## src/rtl/ifd4_pkg.sv

```systemverilog
// Shared constants and the event record for the 4-channel input deglitcher.
// Used by ifd4_sync and ifd1_deglitch.
package ifd4_pkg;
  localparam int NUM_CH     = 4;
  localparam int CNT_W      = 4;
  localparam int GLITCH_MIN = 1;
  localparam int GLITCH_MAX = 15;

  typedef struct packed {
    logic              vld;
    logic [NUM_CH-1:0] data;
  } ev_t;
endpackage

```

## src/rtl/ifd1_deglitch.sv

```systemverilog
// One channel: two-flop synchronizer, optional persistence counter
// (IFD4_SYNC_DEGLITCH_EN), registered level Q and edge pulses.
module ifd1_deglitch
  import ifd4_pkg::*;
#(
  parameter int GLITCH_CYC = 3
) (
  input  logic gclk,
  input  logic grst_n,
  input  logic d,
  output logic q,
  output logic q_nxt,
  output logic rise,
  output logic fall
);

  if (GLITCH_CYC < GLITCH_MIN || GLITCH_CYC > GLITCH_MAX) begin : g_bad_cfg
    $error("ifd1_deglitch: GLITCH_CYC out of range");
  end

  logic s1_q, s2_q, q_q, rise_q, fall_q;
  logic q_d, rise_d, fall_d;

`ifdef IFD4_SYNC_DEGLITCH_EN
  logic [CNT_W-1:0] cnt_q, cnt_d;

  // Counter only survives while s2 keeps disagreeing with Q; it is
  // cleared on the load edge as well as on any agreeing cycle.
  always_comb begin
    cnt_d = '0;
    q_d   = q_q;
    if (s2_q != q_q) begin
      if (cnt_q == CNT_W'(GLITCH_CYC - 1)) q_d = s2_q;
      else                                 cnt_d = cnt_q + 1'b1;
    end
  end

  always_ff @(posedge gclk) begin
    if (!grst_n) cnt_q <= '0;
    else         cnt_q <= cnt_d;
  end
`else
  always_comb q_d = s2_q;
`endif

  always_comb begin
    rise_d = q_d & ~q_q;
    fall_d = ~q_d & q_q;
  end

  always_ff @(posedge gclk) begin
    if (!grst_n) begin
      s1_q   <= 1'b0;
      s2_q   <= 1'b0;
      q_q    <= 1'b0;
      rise_q <= 1'b0;
      fall_q <= 1'b0;
    end else begin
      s1_q   <= d;
      s2_q   <= s1_q;
      q_q    <= q_d;
      rise_q <= rise_d;
      fall_q <= fall_d;
    end
  end

  assign q     = q_q;
  assign q_nxt = q_d;
  assign rise  = rise_q;
  assign fall  = fall_q;

endmodule

```

## src/rtl/ifd4_sync.sv

```systemverilog
// 4-channel synchronizer/deglitcher with a single-entry change-event slot
// and sticky overflow. Deglitch counters enabled by IFD4_SYNC_DEGLITCH_EN.
module ifd4_sync
  import ifd4_pkg::*;
#(
  parameter int GLITCH_CYC = 3
) (
  input  logic              CK,
  input  logic              RSTN,
  input  logic [NUM_CH-1:0] D,
  output logic [NUM_CH-1:0] Q,
  output logic [NUM_CH-1:0] RISE,
  output logic [NUM_CH-1:0] FALL,
  output logic              EV_VALID,
  output logic [NUM_CH-1:0] EV_DATA,
  input  logic              EV_READY,
  output logic              OVF,
  input  logic              OVF_CLR
);

  logic [NUM_CH-1:0] q_w, q_nxt_w;
  logic              chg;
  ev_t               ev_q, ev_d;
  logic              ovf_q, ovf_d;

  ifd1_deglitch #(.GLITCH_CYC(GLITCH_CYC)) u_ch [NUM_CH-1:0] (
    .gclk   (CK),
    .grst_n (RSTN),
    .d      (D),
    .q      (q_w),
    .q_nxt  (q_nxt_w),
    .rise   (RISE),
    .fall   (FALL)
  );

  // Event is captured on the same edge Q changes, so EV_DATA and the new Q
  // become visible together.
  assign chg = |(q_nxt_w ^ q_w);

  always_comb begin
    ev_d  = ev_q;
    ovf_d = OVF_CLR ? 1'b0 : ovf_q;
    if (ev_q.vld && EV_READY) ev_d.vld = 1'b0;
    if (chg) begin
      if (!ev_q.vld || EV_READY) begin
        ev_d.vld  = 1'b1;
        ev_d.data = q_nxt_w;
      end else begin
        ovf_d = 1'b1;
      end
    end
  end

  always_ff @(posedge CK) begin
    if (!RSTN) begin
      ev_q  <= '0;
      ovf_q <= 1'b0;
    end else begin
      ev_q  <= ev_d;
      ovf_q <= ovf_d;
    end
  end

  assign Q        = q_w;
  assign EV_VALID = ev_q.vld;
  assign EV_DATA  = ev_q.data;
  assign OVF      = ovf_q;

endmodule

```

## config.mk

```make
export PLATFORM = sky130hd
export DESIGN_NAME = ifd4_sync
export DESIGN_NICKNAME = d
export VERILOG_FILES = /design/src/rtl/ifd4_pkg.sv /design/src/rtl/ifd1_deglitch.sv /design/src/rtl/ifd4_sync.sv
export SDC_FILE = /design/constraint.sdc
export NUM_CORES = 1
export LEC_CHECK = 0
export ABC_CLOCK_PERIOD_IN_PS = 1100
export BUFFER_PORTS_ARGS = -buffer_cell sky130_fd_sc_hd__buf_2
export CAP_MARGIN = 30
export CORE_ASPECT_RATIO = 0.9
export CORE_MARGIN = 2
export CORE_UTILIZATION = 40
export DETAILED_ROUTE_END_ITERATION = 16
export MAX_ROUTING_LAYER = met4
export PLACE_DENSITY = 0.74
export SYNTH_ARGS = -nofsm -noshare
export SYNTH_HDL_FRONTEND = slang
export SYNTH_SLANG_ARGS = --single-unit
```

## constraint.sdc

```tcl
create_clock -name CK -period 1.1 [get_ports CK]
set_input_delay 0.22 -clock CK [delete_from_list [all_inputs] [get_ports CK]]
set_output_delay 0.22 -clock CK [all_outputs]
set_load 0.005 [all_outputs]
```

Yosys cells after proc, flatten, opt, wreduce, memory -nomap -nowiden --
Cells that the tools add are included.
Storage, ports and cells: register bits after elaboration 26, input bits 8, output and inout port bits 18, word-level logic and storage cells 51
Operators by class: mux-type cells 6, bitwise gates (word level) 17, reduce and logical (&&, ||, !) cells 5
Operators with widths (number):
- two-way mux 5 bit | 2
- bitwise AND 1 bit | 8
- inverter 1 bit | 8
- two-way mux 1 bit | 4
- OR reduction 4 bit | 1
- XOR 4 bit | 1
- AND reduction 2 bit | 1
- logical AND 1 bit | 1
- zero test 1 bit | 1
- logical OR 1 bit | 1

Longest topological paths before layout --
word-level depth 4, depth in mapped cells 5, depth with buffers taken out 5

Modules after synthesis --
Synthesis repeated with hierarchy kept, for this count alone.
Unflattened totals: cells, all modules 71, area, all modules 849.6 um^2
By module, submodules not included:
- ifd1_deglitch | times used 4, cells each 10, area an instance 140.1 um^2, sequential area each 100.1 um^2
- ifd4_sync | times used 1, cells each 31, area an instance 289.0 um^2, sequential area each 120.1 um^2

Least setup slack after synthesis --
Ideal clock, no wire load.
path type register to register, start register u_ch[0].s2_q, end register ev_q (netlist bit EV_DATA[0]), library setup time 0.072 ns, arrival time 1.090 ns, required time 1.028 ns, setup slack -0.062 ns, stages on the path, launching flop included 6, path buffers 0, clock period less this slack 1.162 ns, path through dfxtp_1 > inv_1 > ha_1 > nand4_2 > o21ai_4 > mux2i_1
Between the ends: longest elaborated chain between the ends 3
RTL lines:
- from (decl) | RTL line ifd1_deglitch.sv:21 | logic s1_q, s2_q, q_q, rise_q, fall_q;
- from (signal assigned) | RTL line ifd1_deglitch.sv:60 | s2_q <= s1_q;
- XOR 4 bit | RTL line ifd4_sync.sv:38 | assign chg = |(q_nxt_w ^ q_w);
- OR reduction 4 bit | RTL line ifd4_sync.sv:38
- AND reduction 2 bit (no line)
- to (signal assigned) | RTL line ifd4_sync.sv:59 | ev_q <= ev_d;
- to (decl) | RTL line ifd4_sync.sv:23 | ev_t ev_q, ev_d;
Several ways; a longest one is shown, not always the timed one. A chain may end at the register's enable or synchronous reset.

Final worst setup path --
start register u_ch[1].s2_q, end register ev_q (netlist bit EV_DATA[3])
Between the ends: longest elaborated chain between the ends 3
RTL lines (RTL line):
- from (decl) | ifd1_deglitch.sv:21
- from (signal assigned) | ifd1_deglitch.sv:60
- XOR 4 bit | ifd4_sync.sv:38
- OR reduction 4 bit | ifd4_sync.sv:38
- AND reduction 2 bit (no line)
Every way passes these cells.

==> flow_metrics.tcl <==
set metrics [dict create \
    fmax_ghz 0.831 \
    cts_htree_levels 1 \
    synth_top_family_by_area "buffers and inverters" \
    syn_to_final_growth_pct 28.1 \
    place_area_um2 1120 \
    finClkSkew_ps 11.8 \
    final_area_um2 1300 \
    synth-compound-area-share_pct 2.84 \
    report.final.hold_viol_count 0 \
    p_leak_nw 0.632 \
    synthMuxAreaShare_pct 3.95 \
    synth_fp_nets 113 \
    grt_start_max_net_pins 27 \
    hold_buffers 0 \
    antenna_cells 0 \
    peakVddDrop_mv 0.961 \
    period_share_pct 109 \
    power.density_nw_per_um2 1390 \
    grt_pass1_wl_um 2420 \
    rsz0062_at_grt "yes" \
    worst-setup-path-type "flip-flop to flip-flop" \
    mostFrequentLayoutCells "21 x buf_2, 18 x dfxtp_1, 16 x and2_1" \
    hold_slack_ps 91.6 \
    violations "negative setup slack" \
    arrival_ps 1450 \
    core_area_um2 2420 \
    track_usage_pct 11.2 \
    clock-sinks 26 \
    synthXorXnorAreaFrac_pct 0 \
    place_congestion 0.683 \
    drc 0 \
    slew_headroom_pct 75.1 \
    vias 600 \
    clk-insertion-delay-late_ps 320 \
    synth_cells 97 \
    overflow 0 \
    outcome "complete, but fails checks" \
    tightest_slew_ps 373 \
    dpl.hpwl_um 1050 \
    cts.path.max_buffers 2 \
    cts_buffers 3 \
    cts_tree "yes" \
    hold_class "input pin to flip-flop" \
    drtIter0Drc 1 \
    avgSynthCellArea_um2 10.4 \
    wirelength_um 1430 \
    min_period_ps 1200 \
    syn-cell-area_um2 1010 \
    start_kind "flip-flop" \
    critPathLaunch "u_ch[1].q_nxt$_SDFF_PN0_" \
    vias_per_cell 4.03 \
    mostFrequentLayoutCell "buf_2" \
    path_clk_slew_ps 140 \
    wl_per_cell_um 9.62 \
    slew_violations 0 \
    setup_viol 8 \
    r2r_cells 5 \
    final_util_pct 53.6 \
    first_pass_iters 3 \
    cp_max_fo 4 \
    crit_required_ps 1350 \
    die_w_um 57.1 \
    synth-seq-cells 26 \
    grt_pass1_vias 595 \
    cts_root_buf "clkbuf_4" \
    pre_cts_slack_ps -158 \
    row_count 17 \
    r2r_slack_ps -100 \
    fillCellCount 225 \
    maxCapViolCount 0 \
    ant_nets 0 \
    die_h_um 51.8 \
    endpoint_kind "flip-flop" \
    io_pins 26 \
    timing.rr.start "u_ch[1].q_nxt$_SDFF_PN0_" \
    endpoint "EV_DATA[3]$_SDFFE_PN0P_" \
    setup_tns_ps -356 \
    dieArea_um2 2950 \
    synth-warning-count 0 \
    synth_simple_gate_area_share_pct 15.9 \
    nets 138 \
    ys_types 14 \
    synth-seq-area-share_pct 51.4 \
    synthAdderAreaFrac_pct 9.88 \
    timing.final.ws_setup_ps -104 \
    antenna_found_initial 0 \
    io_buffers 25 \
    rr_endpoint "EV_DATA[3]$_SDFFE_PN0P_" \
    initial_core_util_pct 41.8 \
    drive_gt1_share_pct 47.1 \
]
## critical path, cell delays in order (launching register included)
cell and delay, ps:
dfxtp_2 360, inv_2 40, ha_4 260, nand4_4 130
o21ai_4 120, mux2i_1 220
## flip-flops by register name (all words and copies together) (netlist names)
register,count
EV_VALID,1
u_ch.s1_q,4
EV_DATA,4
u_ch.rise,4
u_ch.fall,4
OVF,1
u_ch.q_nxt,4
u_ch.q,4
## layout make-up
class | instances | area (µm²) | area share [%]
clock inverters | 1 | 30.0 | 2.31
repair buffers | 35 | 240 | 18.5
flip-flops and latches | 26 | 533 | 41.0
clock buffers | 3 | 22.5 | 1.73
multi-input cells | 43 | 389 | 30.0
well taps | 28 | 35.0 | 2.70
inverters | 13 | 48.8 | 3.76
## power by group
group / internal [mW] / total, mW / switching (mW)
Combinational: 0.0985 / 0.177 / 0.0785
Clock: 0.369 / 0.640 / 0.272
Sequential: 0.977 / 0.993 / 0.0169
Total: 1.44 / 1.81 / 0.367
## stage by stage
| stage | instances | power [mW] |
|---|---|---|
| 2_1_floorplan | 97 | 1.12 |
| 3_3_place_gp | 143 | 1.16 |
| 3_5_place_dp | 143 | 1.16 |
| 4_1_cts | 147 | 1.83 |
| 5_1_grt | 149 | 1.89 |
| 6_report | 149 | 1.81 |
## how the worst min path moves through the flow
stage / from / endpoint / slack (ps) / cells after the start
2_1_floorplan: D[1] / u_ch[1].s1_q$_SDFF_PN0_ / 350 / 1
3_3_place_gp: u_ch[1].s1_q$_SDFF_PN0_ / u_ch[1].q_nxt$_SDFF_PN0_ / 420 / 1
3_5_place_dp: u_ch[0].s1_q$_SDFF_PN0_ / u_ch[0].q_nxt$_SDFF_PN0_ / 420 / 1
4_1_cts: D[1] / u_ch[1].s1_q$_SDFF_PN0_ / 80 / 2
5_1_grt: D[3] / u_ch[3].s1_q$_SDFF_PN0_ / 80 / 2
6_report: D[1] / u_ch[1].s1_q$_SDFF_PN0_ / 90 / 2
## timing repair
action / 4_1_cts / 5_1_grt
buffers inserted: 0 / 2
endpoints found under the hold margin: 0 / 0
setup endpoints to repair: 10 / 10
pin swaps: 2 / 2
gates resized for setup: 21 / 2
## per-layer routing
layer	vias to the layer above	part of all wire [%]	track usage [%]
li1	325	-	-
met1	260	46	13.4
met2	15	48	18.0
met3	0	5.8	2.24
met4	0	0	5.81
met5	-	0	-
## Yosys cell counts
library cell | count | share of area [%]
a21oi_1 | 1 | 0.49
mux2i_1 | 4 | 4.0
buf_6 | 1 | 1.1
nor2b_1 | 3 | 1.9
inv_1 | 13 | 4.8
nand4_2 | 1 | 1.2
dfxtp_1 | 26 | 51
o21ai_4 | 1 | 1.6
nand2_1 | 8 | 3.0
buf_2 | 1 | 0.49
ha_1 | 8 | 9.9
and2_1 | 16 | 9.9
o21a_1 | 1 | 0.74
buf_4 | 13 | 9.6
## kinds of logic (layout without fill, tap and decap cells)
group                    after synthesis  count (layout)
AND/OR/NAND/NOR                       28              28
AO/OA/AOI/OAI                          3               3
buffers and inverters                 28              52
adder cells (fa/ha/maj)                8               8
flip-flops                            26              26
multiplexers                           4               4
(Power assumes the default switching activity.)
